## config.mk

```make
export PLATFORM = sky130hd
export DESIGN_NAME = cpu_controller
export DESIGN_NICKNAME = d
export VERILOG_FILES = /design/src/rtl/cpu_controller.sv
export SDC_FILE = /design/constraint.sdc
export NUM_CORES = 1
export LEC_CHECK = 0
export CAP_MARGIN = 20
export CORE_MARGIN = 4
export CORE_UTILIZATION = 50
export CTS_CLUSTER_SIZE = 16
export DETAILED_ROUTE_END_ITERATION = 7
export GPL_TIMING_DRIVEN = 1
export PLACE_DENSITY = 0.81
export SLEW_MARGIN = 20
export SYNTH_ARGS = -nofsm -noshare
export SYNTH_HDL_FRONTEND = slang
export SYNTH_SLANG_ARGS = --single-unit
```

## constraint.sdc

```tcl
create_clock -name clk -period 2.85 [get_ports clk]
set_clock_uncertainty 0.05 [all_clocks]
set_input_delay 0.4275 -clock clk [delete_from_list [all_inputs] [get_ports clk]]
set_output_delay 0.4275 -clock clk [all_outputs]
set_load 0.01 [all_outputs]
```

## src/rtl/cpu_controller.sv

```systemverilog
// Multi-cycle Moore controller for the Simple RISC Machine: fetch/decode/execute
// sequencing with a bounded memory-ready wait, optional branches and illegal-op trapping.
module cpu_controller #(
  parameter int WAIT_W     = 4,
  parameter int WAIT_LIMIT = 15,
  parameter bit BRANCH_EN  = 1'b1
) (
  input  logic       clk,
  input  logic       reset,
  input  logic [2:0] opcode,
  input  logic [1:0] op,
  input  logic [2:0] cond,
  input  logic       N,
  input  logic       V,
  input  logic       Z,
  input  logic       mem_ready,
  output logic       load_ir,
  output logic       load_pc,
  output logic       reset_pc,
  output logic       addr_sel,
  output logic       load_addr,
  output logic [1:0] pc_sel,
  output logic [1:0] mem_cmd,
  output logic [2:0] nsel,
  output logic [3:0] vsel,
  output logic       write,
  output logic       loada,
  output logic       loadb,
  output logic       loadc,
  output logic       loads,
  output logic       asel,
  output logic       bsel,
  output logic       halted,
  output logic       mem_err,
  output logic       illegal
);

  typedef enum logic [4:0] {
    S_RESET, S_IF1, S_IF2, S_UPDATE_PC, S_DECODE,
    S_ALU_A, S_ALU_B, S_ALU_C, S_WB_C,
    S_CMP_A, S_CMP_B, S_CMP_S,
    S_MOV_B, S_MOV_C, S_MOVI,
    S_LDR_A, S_LDR_C, S_LDR_ADDR, S_LDR_RD, S_LDR_WB,
    S_STR_A, S_STR_C, S_STR_ADDR, S_STR_B, S_STR_C2, S_STR_WR,
    S_BR, S_LINK, S_BX,
    S_HALT, S_ILLEGAL, S_MEMERR
  } state_t;

  state_t              r_state;
  state_t              w_next_state;
  logic [WAIT_W-1:0]   r_wait;
  logic                w_mem_state;
  logic                w_wait_hit;

  function automatic logic cond_true(input logic [2:0] c, input logic n, input logic v,
                                     input logic z);
    logic t;
    case (c)
      3'b000:  t = 1'b1;
      3'b001:  t = z;
      3'b010:  t = ~z;
      3'b011:  t = n ^ v;
      3'b100:  t = (n ^ v) | z;
      default: t = 1'b0;
    endcase
    return t;
  endfunction

  // Anything not explicitly recognised here lands in ILLEGAL.
  function automatic state_t decode_next(input logic [2:0] opc, input logic [1:0] opf,
                                         input logic [2:0] c, input logic n,
                                         input logic v, input logic z);
    state_t nxt;
    nxt = S_ILLEGAL;
    case (opc)
      3'b101: begin
        case (opf)
          2'b00:   nxt = S_ALU_A;
          2'b01:   nxt = S_CMP_A;
          2'b10:   nxt = S_ALU_A;
          2'b11:   nxt = S_MOV_B;
          default: nxt = S_ILLEGAL;
        endcase
      end
      3'b110: begin
        if (opf == 2'b00) nxt = S_MOV_B;
        else if (opf == 2'b10) nxt = S_MOVI;
        else nxt = S_ILLEGAL;
      end
      3'b011: begin
        if (opf == 2'b00) nxt = S_LDR_A;
        else nxt = S_ILLEGAL;
      end
      3'b100: begin
        if (opf == 2'b00) nxt = S_STR_A;
        else nxt = S_ILLEGAL;
      end
      3'b001: begin
        if (BRANCH_EN && (opf == 2'b00) && (c <= 3'b100))
          nxt = cond_true(c, n, v, z) ? S_BR : S_IF1;
        else
          nxt = S_ILLEGAL;
      end
      3'b010: begin
        if (!BRANCH_EN) nxt = S_ILLEGAL;
        else if (opf == 2'b11) nxt = S_LINK;
        else if (opf == 2'b00) nxt = S_BX;
        else nxt = S_ILLEGAL;
      end
      3'b111:  nxt = S_HALT;
      default: nxt = S_ILLEGAL;
    endcase
    return nxt;
  endfunction

  assign w_mem_state = (r_state == S_IF1) || (r_state == S_LDR_RD) || (r_state == S_STR_WR);
  assign w_wait_hit  = (r_wait == WAIT_W'(WAIT_LIMIT));

  // State register and wait counter; the counter restarts on every state change.
  always_ff @(posedge clk or negedge reset) begin
    if (!reset) begin
      r_state <= S_RESET;
      r_wait  <= {WAIT_W{1'b0}};
    end else begin
      r_state <= w_next_state;
      if (w_next_state != r_state)
        r_wait <= {WAIT_W{1'b0}};
      else if (w_mem_state && !mem_ready)
        r_wait <= r_wait + {{(WAIT_W-1){1'b0}}, 1'b1};
      else
        r_wait <= r_wait;
    end
  end

  // Next-state logic; ready wins over the timeout on the limit cycle.
  always_comb begin
    w_next_state = r_state;
    case (r_state)
      S_RESET:     w_next_state = S_IF1;
      S_IF1: begin
        if (mem_ready) w_next_state = S_IF2;
        else if (w_wait_hit) w_next_state = S_MEMERR;
        else w_next_state = S_IF1;
      end
      S_IF2:       w_next_state = S_UPDATE_PC;
      S_UPDATE_PC: w_next_state = S_DECODE;
      S_DECODE:    w_next_state = decode_next(opcode, op, cond, N, V, Z);
      S_ALU_A:     w_next_state = S_ALU_B;
      S_ALU_B:     w_next_state = S_ALU_C;
      S_ALU_C:     w_next_state = S_WB_C;
      S_WB_C:      w_next_state = S_IF1;
      S_CMP_A:     w_next_state = S_CMP_B;
      S_CMP_B:     w_next_state = S_CMP_S;
      S_CMP_S:     w_next_state = S_IF1;
      S_MOV_B:     w_next_state = S_MOV_C;
      S_MOV_C:     w_next_state = S_WB_C;
      S_MOVI:      w_next_state = S_IF1;
      S_LDR_A:     w_next_state = S_LDR_C;
      S_LDR_C:     w_next_state = S_LDR_ADDR;
      S_LDR_ADDR:  w_next_state = S_LDR_RD;
      S_LDR_RD: begin
        if (mem_ready) w_next_state = S_LDR_WB;
        else if (w_wait_hit) w_next_state = S_MEMERR;
        else w_next_state = S_LDR_RD;
      end
      S_LDR_WB:    w_next_state = S_IF1;
      S_STR_A:     w_next_state = S_STR_C;
      S_STR_C:     w_next_state = S_STR_ADDR;
      S_STR_ADDR:  w_next_state = S_STR_B;
      S_STR_B:     w_next_state = S_STR_C2;
      S_STR_C2:    w_next_state = S_STR_WR;
      S_STR_WR: begin
        if (mem_ready) w_next_state = S_IF1;
        else if (w_wait_hit) w_next_state = S_MEMERR;
        else w_next_state = S_STR_WR;
      end
      S_BR:        w_next_state = S_IF1;
      S_LINK:      w_next_state = S_BR;
      S_BX:        w_next_state = S_IF1;
      S_HALT:      w_next_state = S_HALT;
      S_ILLEGAL:   w_next_state = S_ILLEGAL;
      S_MEMERR:    w_next_state = S_MEMERR;
      default:     w_next_state = S_RESET;
    endcase
  end

  // Moore output decode from the present state only.
  always_comb begin
    load_ir   = 1'b0;
    load_pc   = 1'b0;
    reset_pc  = 1'b0;
    addr_sel  = 1'b0;
    load_addr = 1'b0;
    pc_sel    = 2'b00;
    mem_cmd   = 2'b00;
    nsel      = 3'b000;
    vsel      = 4'b0000;
    write     = 1'b0;
    loada     = 1'b0;
    loadb     = 1'b0;
    loadc     = 1'b0;
    loads     = 1'b0;
    asel      = 1'b0;
    bsel      = 1'b0;
    halted    = 1'b0;
    mem_err   = 1'b0;
    illegal   = 1'b0;
    case (r_state)
      S_RESET: begin
        reset_pc = 1'b1;
        load_pc  = 1'b1;
      end
      S_IF1: begin
        addr_sel = 1'b1;
        mem_cmd  = 2'b01;
      end
      S_IF2: begin
        addr_sel = 1'b1;
        mem_cmd  = 2'b01;
        load_ir  = 1'b1;
      end
      S_UPDATE_PC: begin
        load_pc = 1'b1;
        pc_sel  = 2'b00;
      end
      S_DECODE: begin
      end
      S_ALU_A, S_CMP_A, S_LDR_A, S_STR_A: begin
        nsel  = 3'b100;
        loada = 1'b1;
      end
      S_ALU_B, S_CMP_B, S_MOV_B: begin
        nsel  = 3'b001;
        loadb = 1'b1;
      end
      S_ALU_C: loadc = 1'b1;
      S_WB_C: begin
        write = 1'b1;
        nsel  = 3'b010;
        vsel  = 4'b0001;
      end
      S_CMP_S: loads = 1'b1;
      S_MOV_C, S_STR_C2: begin
        asel  = 1'b1;
        loadc = 1'b1;
      end
      S_MOVI: begin
        write = 1'b1;
        nsel  = 3'b100;
        vsel  = 4'b0100;
      end
      S_LDR_C, S_STR_C: begin
        bsel  = 1'b1;
        loadc = 1'b1;
      end
      S_LDR_ADDR, S_STR_ADDR: load_addr = 1'b1;
      S_LDR_RD: begin
        mem_cmd  = 2'b01;
        addr_sel = 1'b0;
      end
      S_LDR_WB: begin
        write = 1'b1;
        nsel  = 3'b010;
        vsel  = 4'b1000;
      end
      S_STR_B: begin
        nsel  = 3'b010;
        loadb = 1'b1;
      end
      S_STR_WR: mem_cmd = 2'b10;
      S_BR: begin
        load_pc = 1'b1;
        pc_sel  = 2'b01;
      end
      S_LINK: begin
        write = 1'b1;
        nsel  = 3'b100;
        vsel  = 4'b0010;
      end
      S_BX: begin
        nsel    = 3'b010;
        load_pc = 1'b1;
        pc_sel  = 2'b10;
      end
      S_HALT: halted = 1'b1;
      S_ILLEGAL: begin
        illegal = 1'b1;
        halted  = 1'b1;
      end
      S_MEMERR: begin
        mem_err = 1'b1;
        halted  = 1'b1;
      end
      default: begin
      end
    endcase
  end

endmodule

```

==> impl_metrics.csv, run 1 <==
group,metric,value,unit
cells_and_area,drive_gt1_share,9.85,%
setup_path,setup.worst_path.start,"r_state[1]$_DFF_PN0_",
cts,htree_levels,1,
floorplan,core_area,3080,sq um
cts,cts_tree,"yes",
power_and_ir_drop,power.density,1060,nW/um^2
setup_path,reg2reg_depth,7,
sta,maxSlewHeadroom,64.7,%
setup_path,regToRegEndpoint,"r_wait[3]$_DFFE_PN0P_",
outcome,status,"completed",
detailed_routing,ant_nets,0,
floorplan,num_io_pins,40,
sta,period_share,95.8,%
logic_synthesis,synth_ff_type,"dfrtp_1",
cts,clock-sinks,9,
detailed_routing,vias_per_cell,6.32,
logic_synthesis,syn-num-nets,254,
floorplan,die_area,4240,sq um
floorplan,start_util,52.9,%
setup_path,timing_worst_setup_path_type,"flop to primary output",
placed_design,placedCellCount,314,
grt,grt_use_total,24.6,%
logic_synthesis,synthTopCellsByArea,"dfrtp_1 (14%), nor2_1 (6.7%), a21oi_1 (5.8%)",
sta,finalSetupTns,0,ns
flow_run,drv_cap,0,
power_and_ir_drop,p_leak,0.783,nW
detailed_routing,routed-via-count,2011,
sta,finalHoldViolCount,0,
cts,root_buffer,"clkbuf_4",
placed_design,dp_hpwl,3910,um
sta,clock.fmax,366,MHz
grt,antenna_found_initial,0,
floorplan,die_h,65.1,um
cts,cts_buffers,3,
setup_path,r2r_setup_slack,0.31,ns
logic_synthesis,synth_edf_count,0,
setup_path,critPathLaunchType,"flop",
cts,clk_path_buf_depth,2,
placed_design,globalplace.congestion,0.960,
cells_and_area,syn_to_final_growth,30.3,%
logic_synthesis,yosysWarnings,0,
floorplan,rows,20,
logic_synthesis,ys_seq_elements,9,
cells_and_area,nets,290,
detailed_routing,totalWireLength,5110,um
grt,grt-ovfl-total,0,
logic_synthesis,syn_area,1630,sq um
placed_design,port_buffers,39,
detailed_routing,drc,0,
power_and_ir_drop,ir_drop,0.712,mV
logic_synthesis,synth_async_sr_flop_share,100,%
grt,grt_max_degree,21,
logic_synthesis,ys_types,63,
setup_path,critPathCaptureType,"primary output",
sta,holdWs,0.396,ns
cells_and_area,stdcell_count,318,
setup_path,cp.required,2.37,ns
sta,setup_viol,0,
floorplan,die_w,65.1,um
cts,clkTransAtPathRegs,0.06,ns
sta,slew_viol_final,0,
sta,finalCriticalPeriod,2.73,ns
grt,grt_pass1_vias,1757,
setup_path,critPathMaxFanout,13,
logic_synthesis,synth_top_area_share,13.8,%
cells_and_area,multi_input_area,1280,sq um
logic_synthesis,yosys.area.top_type,"dfrtp_1",
detailed_routing,wl_per_cell,16.1,um
grt,grt_pass1_wl,8420,um
cells_and_area,num-fill-cells,263,
logic_synthesis,synth.avg_cell_area,6.82,sq um
sta,rsz0062_at_grt,"false",
logic_synthesis,yosysSeqAreaShare,13.8,%
cells_and_area,seq_area,226,sq um
detailed_routing,first_pass_iters,5,
sta,worst_pin_slew,0.515,ns
detailed_routing,drt_iter0_markers,207,
hold_path,hp-class,"primary input to async pin",
setup_path,r2r_start,"r_state[1]$_DFF_PN0_",
cells_and_area,n_antenna_cell,0,
cts,worstSkewPairLatency,0.27,ns
logic_synthesis,synthCells,239,
setup_path,critPathArrivalTime,2.25,ns
-- worst max-delay path: stages, from the launching register on --
cell and delay, ns:
dfrtp_1 0.53, nand2b_1 0.33, o31ai_1 0.40, a32o_1 0.19, clkdlybuf4s50_1 0.53
-- what timing repair did --
| action | in CTS | in global routing |
|---|---|---|
| buffers inserted | 0 | 0 |
| gates resized for setup | 0 | 5 |
| setup endpoints to repair | 0 | 5 |
| hold buffers | 0 | 0 |
-- how the worst max path moves through the flow --
stage | to | slack (ns) | cells past startpoint
CTS | nsel[2] | 0.06 | 7
detailed placement | r_wait[3]$_DFFE_PN0P_ | 0.12 | 7
global placement | r_wait[3]$_DFFE_PN0P_ | 0.22 | 7
floorplan | loadb | 0.27 | 6
global route | loadc | 0.02 | 6
finish | nsel[2] | 0.12 | 4
-- per-layer routing --
layer | share of wire, % | GRT usage (%) | vias to the layer above
met5 | 0 | 0 | -
met2 | 47 | 39.1 | 74
met4 | 0.63 | 4.15 | 0
met1 | 45 | 36.1 | 964
li1 | - | - | 968
met3 | 7.2 | 2.60 | 5
-- report_power, final --
| group | internal (W) | switching [W] | total [W] | leakage [nW] |
|---|---|---|---|---|
| logic | 0.000826 | 0.00105 | 0.00188 | 0.653 |
| registers | 0.000168 | 0.0000934 | 0.000261 | 0.115 |
| clock network | 0.0000543 | 0.0000503 | 0.000105 | 0.0150 |
| total | 0.00105 | 0.00120 | 0.00224 | 0.783 |
-- metrics by stage --
step	total power (W)	cell area, sq um	utilization (%)	setup WS, ns
floorplan	0.00149	1630	-	0.273
global placement	0.00206	2080	67.7	0.216
detailed placement	0.00208	2080	67.7	0.116
CTS	0.00218	2110	68.5	0.0642
global route	0.00242	2120	68.9	0.0218
finish	0.00224	2120	68.9	0.119
-- cells in the mapped netlist, types with 5 or more instances --
library cell and count:
buf_2 8, nand2b_1 7, o21ai_0 18, nand2_1 14, inv_1 5, nand4_1 6
xor2_1 6, nor2_1 29, nand3_1 6, dfrtp_1 9, clkbuf_1 9, nor3_1 9
a21oi_1 19, nor2b_1 7
-- cells in the final DEF, fill, tap and decap left out, types with 3 or more instances in the layout --
master / Yosys / layout
clkdlybuf4s50_1: 0 / 39
nor2_1: 29 / 28
a21oi_1: 19 / 19
o21ai_0: 18 / 18
nand2_1: 14 / 14
buf_4: 2 / 13
nor3_1: 9 / 9
dfrtp_1: 9 / 8
nand2b_1: 7 / 7
nor2b_1: 7 / 7
nand3_1: 6 / 6
nand4_1: 6 / 6
xor2_1: 6 / 6
inv_1: 5 / 5
a22oi_1: 4 / 4
xnor2_1: 4 / 4
o22ai_1: 4 / 4
nor3b_1: 4 / 4
nor4_1: 4 / 4
nand3b_1: 3 / 3
o31ai_1: 3 / 3
o21a_1: 3 / 3
clkbuf_4: 0 / 3
-- kinds of logic (layout without fill, tap and decap cells) --
logic type,after synthesis,after routing,share of synthesized area [%]
AO/OA/AOI/OAI,78,78,31.6
XOR/XNOR,11,11,6.84
multiplexers,3,3,1.92
buffers and inverters,29,64,7.76
flip-flops,9,9,13.8
AND/OR/NAND/NOR,108,108,37.3
adder cells (fa/ha/maj),1,1,0.768
-- sequential cells by signal, summed over array words and instances (netlist names) --
register / count
r_state: 5
r_wait: 4
-- final cells by class --
type / count / share of cell area (%)
multi-input cells: 201 / 60.4
repair buffers: 54 / 24.1
flip-flops and latches: 9 / 10.7
well taps: 44 / 2.59
clock buffers: 4 / 1.24
inverters: 6 / 1.06
Note: power is estimated with default switching activity, not from simulation.
==> run 2: changes to the inputs <==
--- a/config.mk
+++ b/config.mk
@@ -5,13 +5,13 @@
 export SDC_FILE = /design/constraint.sdc
 export NUM_CORES = 1
 export LEC_CHECK = 0
-export CAP_MARGIN = 20
+export CAP_MARGIN = 0
 export CORE_MARGIN = 4
 export CORE_UTILIZATION = 50
 export CTS_CLUSTER_SIZE = 16
 export DETAILED_ROUTE_END_ITERATION = 7
 export GPL_TIMING_DRIVEN = 1
-export PLACE_DENSITY = 0.81
+export PLACE_DENSITY = 0.78
 export SLEW_MARGIN = 20
 export SYNTH_ARGS = -nofsm -noshare
 export SYNTH_HDL_FRONTEND = slang
==> impl_metrics.csv, run 2 (synthesized netlist as in run 1, its figures left out) <==
group,metric,value,unit
setup_path,r2r_setup_slack,0.36,ns
cts,cts_tree,"yes",
floorplan,rows,20,
setup_path,reg2reg_depth,8,
grt,grt_max_degree,34,
cts,post-cts-setup-buffers,0,
cts,hold_buffers,0,
detailed_routing,highest_layer,"met4",
detailed_routing,wl_met3,499,um
cts,worstSkewPairLatency,0.27,ns
grt,grt_pass1_vias,1630,
cells_and_area,layout_common_cells,"clkdlybuf4s50_1 (39), nor2_1 (28), a21oi_1 (19)",
cells_and_area,largest_reg_flops,5,
detailed_routing,met2_length,2280,um
cells_and_area,nets,287,
cts,clock-sinks,9,
cts,htree_levels,1,
setup_path,critPathBufInv,2,
detailed_routing,ant_nets,0,
grt,grt_use_total,24.0,%
cells_and_area,multi_input_area,1280,sq um
setup_path,critPathMaxFanout,33,
hold_path,hp-class,"primary input to async pin",
detailed_routing,wl_per_cell,16.3,um
power_and_ir_drop,power.density,1060,nW/um^2
sta,finalCriticalPeriod,2.73,ns
grt,grt-ovfl-total,0,
sta,setup_viol,0,
placed_design,dp_hpwl,3780,um
setup_path,timing_worst_setup_path_type,"flop to primary output",
sta,clock.fmax,366,MHz
detailed_routing,first_pass_iters,6,
sta,worst_pin_slew,0.640,ns
setup_path,r2r_start,"r_state[0]$_DFF_PN0_",
sta,maxSlewHeadroom,57.3,%
setup_path,path_cells,"buf_12, nand2b_1, o31ai_1, a32o_1, clkdlybuf4s50_1",
sta,slew_viol_final,0,
floorplan,die_w,65.1,um
power_and_ir_drop,pwr-share-seq,13.8,%
cells_and_area,final_common_cell,"clkdlybuf4s50_1",
placed_design,port_buffers,39,
sta,finalSetupTns,0,ns
grt,antenna_found_initial,0,
setup_path,regToRegEndpoint,"r_wait[3]$_DFFE_PN0P_",
detailed_routing,drc,0,
detailed_routing,vias_per_cell,6.29,
cells_and_area,reg.largest.list,"r_state x5, r_wait x4",
setup_path,cp.required,2.37,ns
power_and_ir_drop,switching_power,0.00119,W
power_and_ir_drop,power.share.clock,4.7,%
setup_path,path_delay_family,"buffers and inverters",
cts,root_buffer,"clkbuf_4",
cts,cts_buffers,3,
setup_path,cpMaxStageDelayCell,"clkdlybuf4s50_1",
power_and_ir_drop,p_sw_share,53.2,%
floorplan,die_area,4240,sq um
cells_and_area,fin_util,68.9,%
floorplan,num_io_pins,40,
floorplan,die_h,65.1,um
cells_and_area,syn_to_final_growth,30.1,%
detailed_routing,drt_iter0_markers,209,
power_and_ir_drop,p_comb_share,81.5,%
cells_and_area,seq_area,229,sq um
setup_path,slowest_delay,0.53,ns
sta,period_share,95.9,%
detailed_routing,routed-via-count,1981,
setup_path,critPathCaptureType,"primary output",
power_and_ir_drop,ir_drop,0.893,mV
detailed_routing,met1_length,2330,um
cells_and_area,num-fill-cells,286,
cells_and_area,n_antenna_cell,0,
power_and_ir_drop,p_int,0.00105,W
placed_design,globalplace.congestion,0.908,
setup_path,critPathLaunchType,"flop",
sta,finalHoldViolCount,0,
floorplan,start_util,52.9,%
setup_path,critPathArrivalTime,2.26,ns
cells_and_area,drive_gt1_share,9.59,%
cells_and_area,top_register,"r_state",
sta,rsz0062_at_grt,"false",
detailed_routing,totalWireLength,5120,um
floorplan,core_area,3080,sq um
outcome,status,"completed",
cts,clk_path_buf_depth,2,
grt,grt_pass1_wl,8170,um
flow_run,drv_cap,0,
power_and_ir_drop,p_leak,0.772,nW
cts,clkTransAtPathRegs,0.07,ns
## run 2: changes by cell type in the layout (fill, tap and decap cells not counted)
cell	before	now
buf_12	0	2
dfrtp_2	1	3
buf_6	2	0
buf_4	13	10
dfrtp_1	8	6
## run 2: stage by stage
stage               hold slack [ns]  total power (W)  std cells  instance area (sq um)  setup slack, ns
floorplan                    0.0819          0.00149        239                   1630            0.273
global route                  0.439          0.00242        315                   2120           0.0265
detailed placement            0.594          0.00208        311                   2090            0.139
global placement              0.586          0.00207        311                   2090            0.209
finish                        0.401          0.00224        315                   2120            0.117
CTS                           0.415          0.00219        315                   2110           0.0111
## run 2: final cells by class
| cell class | count | area share, % |
|---|---|---|
| inverters | 6 | 1.06 |
| multi-input cells | 201 | 60.4 |
| well taps | 44 | 2.60 |
| clock buffers | 4 | 1.24 |
| flip-flops and latches | 9 | 10.8 |
| repair buffers | 51 | 23.8 |
## run 2: per-layer routing
| metal | up-vias | track usage (%) |
|---|---|---|
| li1 | 967 | - |
| met1 | 909 | 37.0 |
| met2 | 101 | 37.3 |
| met3 | 4 | 2.25 |
| met4 | 0 | 2.33 |
| met5 | - | 0 |
## run 2: worst max path at each step
| stage | start | to | slack [ns] | cells after the start |
|---|---|---|---|---|
| floorplan | r_state[3]$_DFF_PN0_ | loadb | 0.27 | 6 |
| global placement | cond[1] | r_wait[2]$_DFFE_PN0P_ | 0.21 | 7 |
| detailed placement | cond[1] | r_wait[3]$_DFFE_PN0P_ | 0.14 | 7 |
| CTS | r_state[3]$_DFF_PN0_ | loadb | 0.01 | 4 |
| global route | r_state[1]$_DFF_PN0_ | loadb | 0.03 | 5 |
| finish | r_state[1]$_DFF_PN0_ | nsel[2] | 0.12 | 5 |
## run 2: what timing repair did
item                                    4_1_cts  5_1_grt
endpoints found under the setup margin        0        9
gates resized for setup                       0        5
endpoints found under the hold margin         0        0
## run 2: worst reg2reg max path, cell delays in order, from the launching register on
cell and delay, ns:
dfrtp_1 0.60, buf_4 0.26, buf_4 0.18, nor4bb_1 0.06, a22oi_1 0.54, nor2_1 0.16, xor2_1 0.19, nand4_1 0.13
nor4_1 0.22
## run 2: power by group through the flow
stage | Clock (W) | Combinational [W] | Sequential (W)
finish | 0.000105 | 0.00183 | 0.000309
detailed placement | 0 | 0.00178 | 0.000300
global route | 0.000109 | 0.00199 | 0.000318
global placement | 0 | 0.00177 | 0.000298
CTS | 0.000105 | 0.00179 | 0.000298
floorplan | 0 | 0.00129 | 0.000195
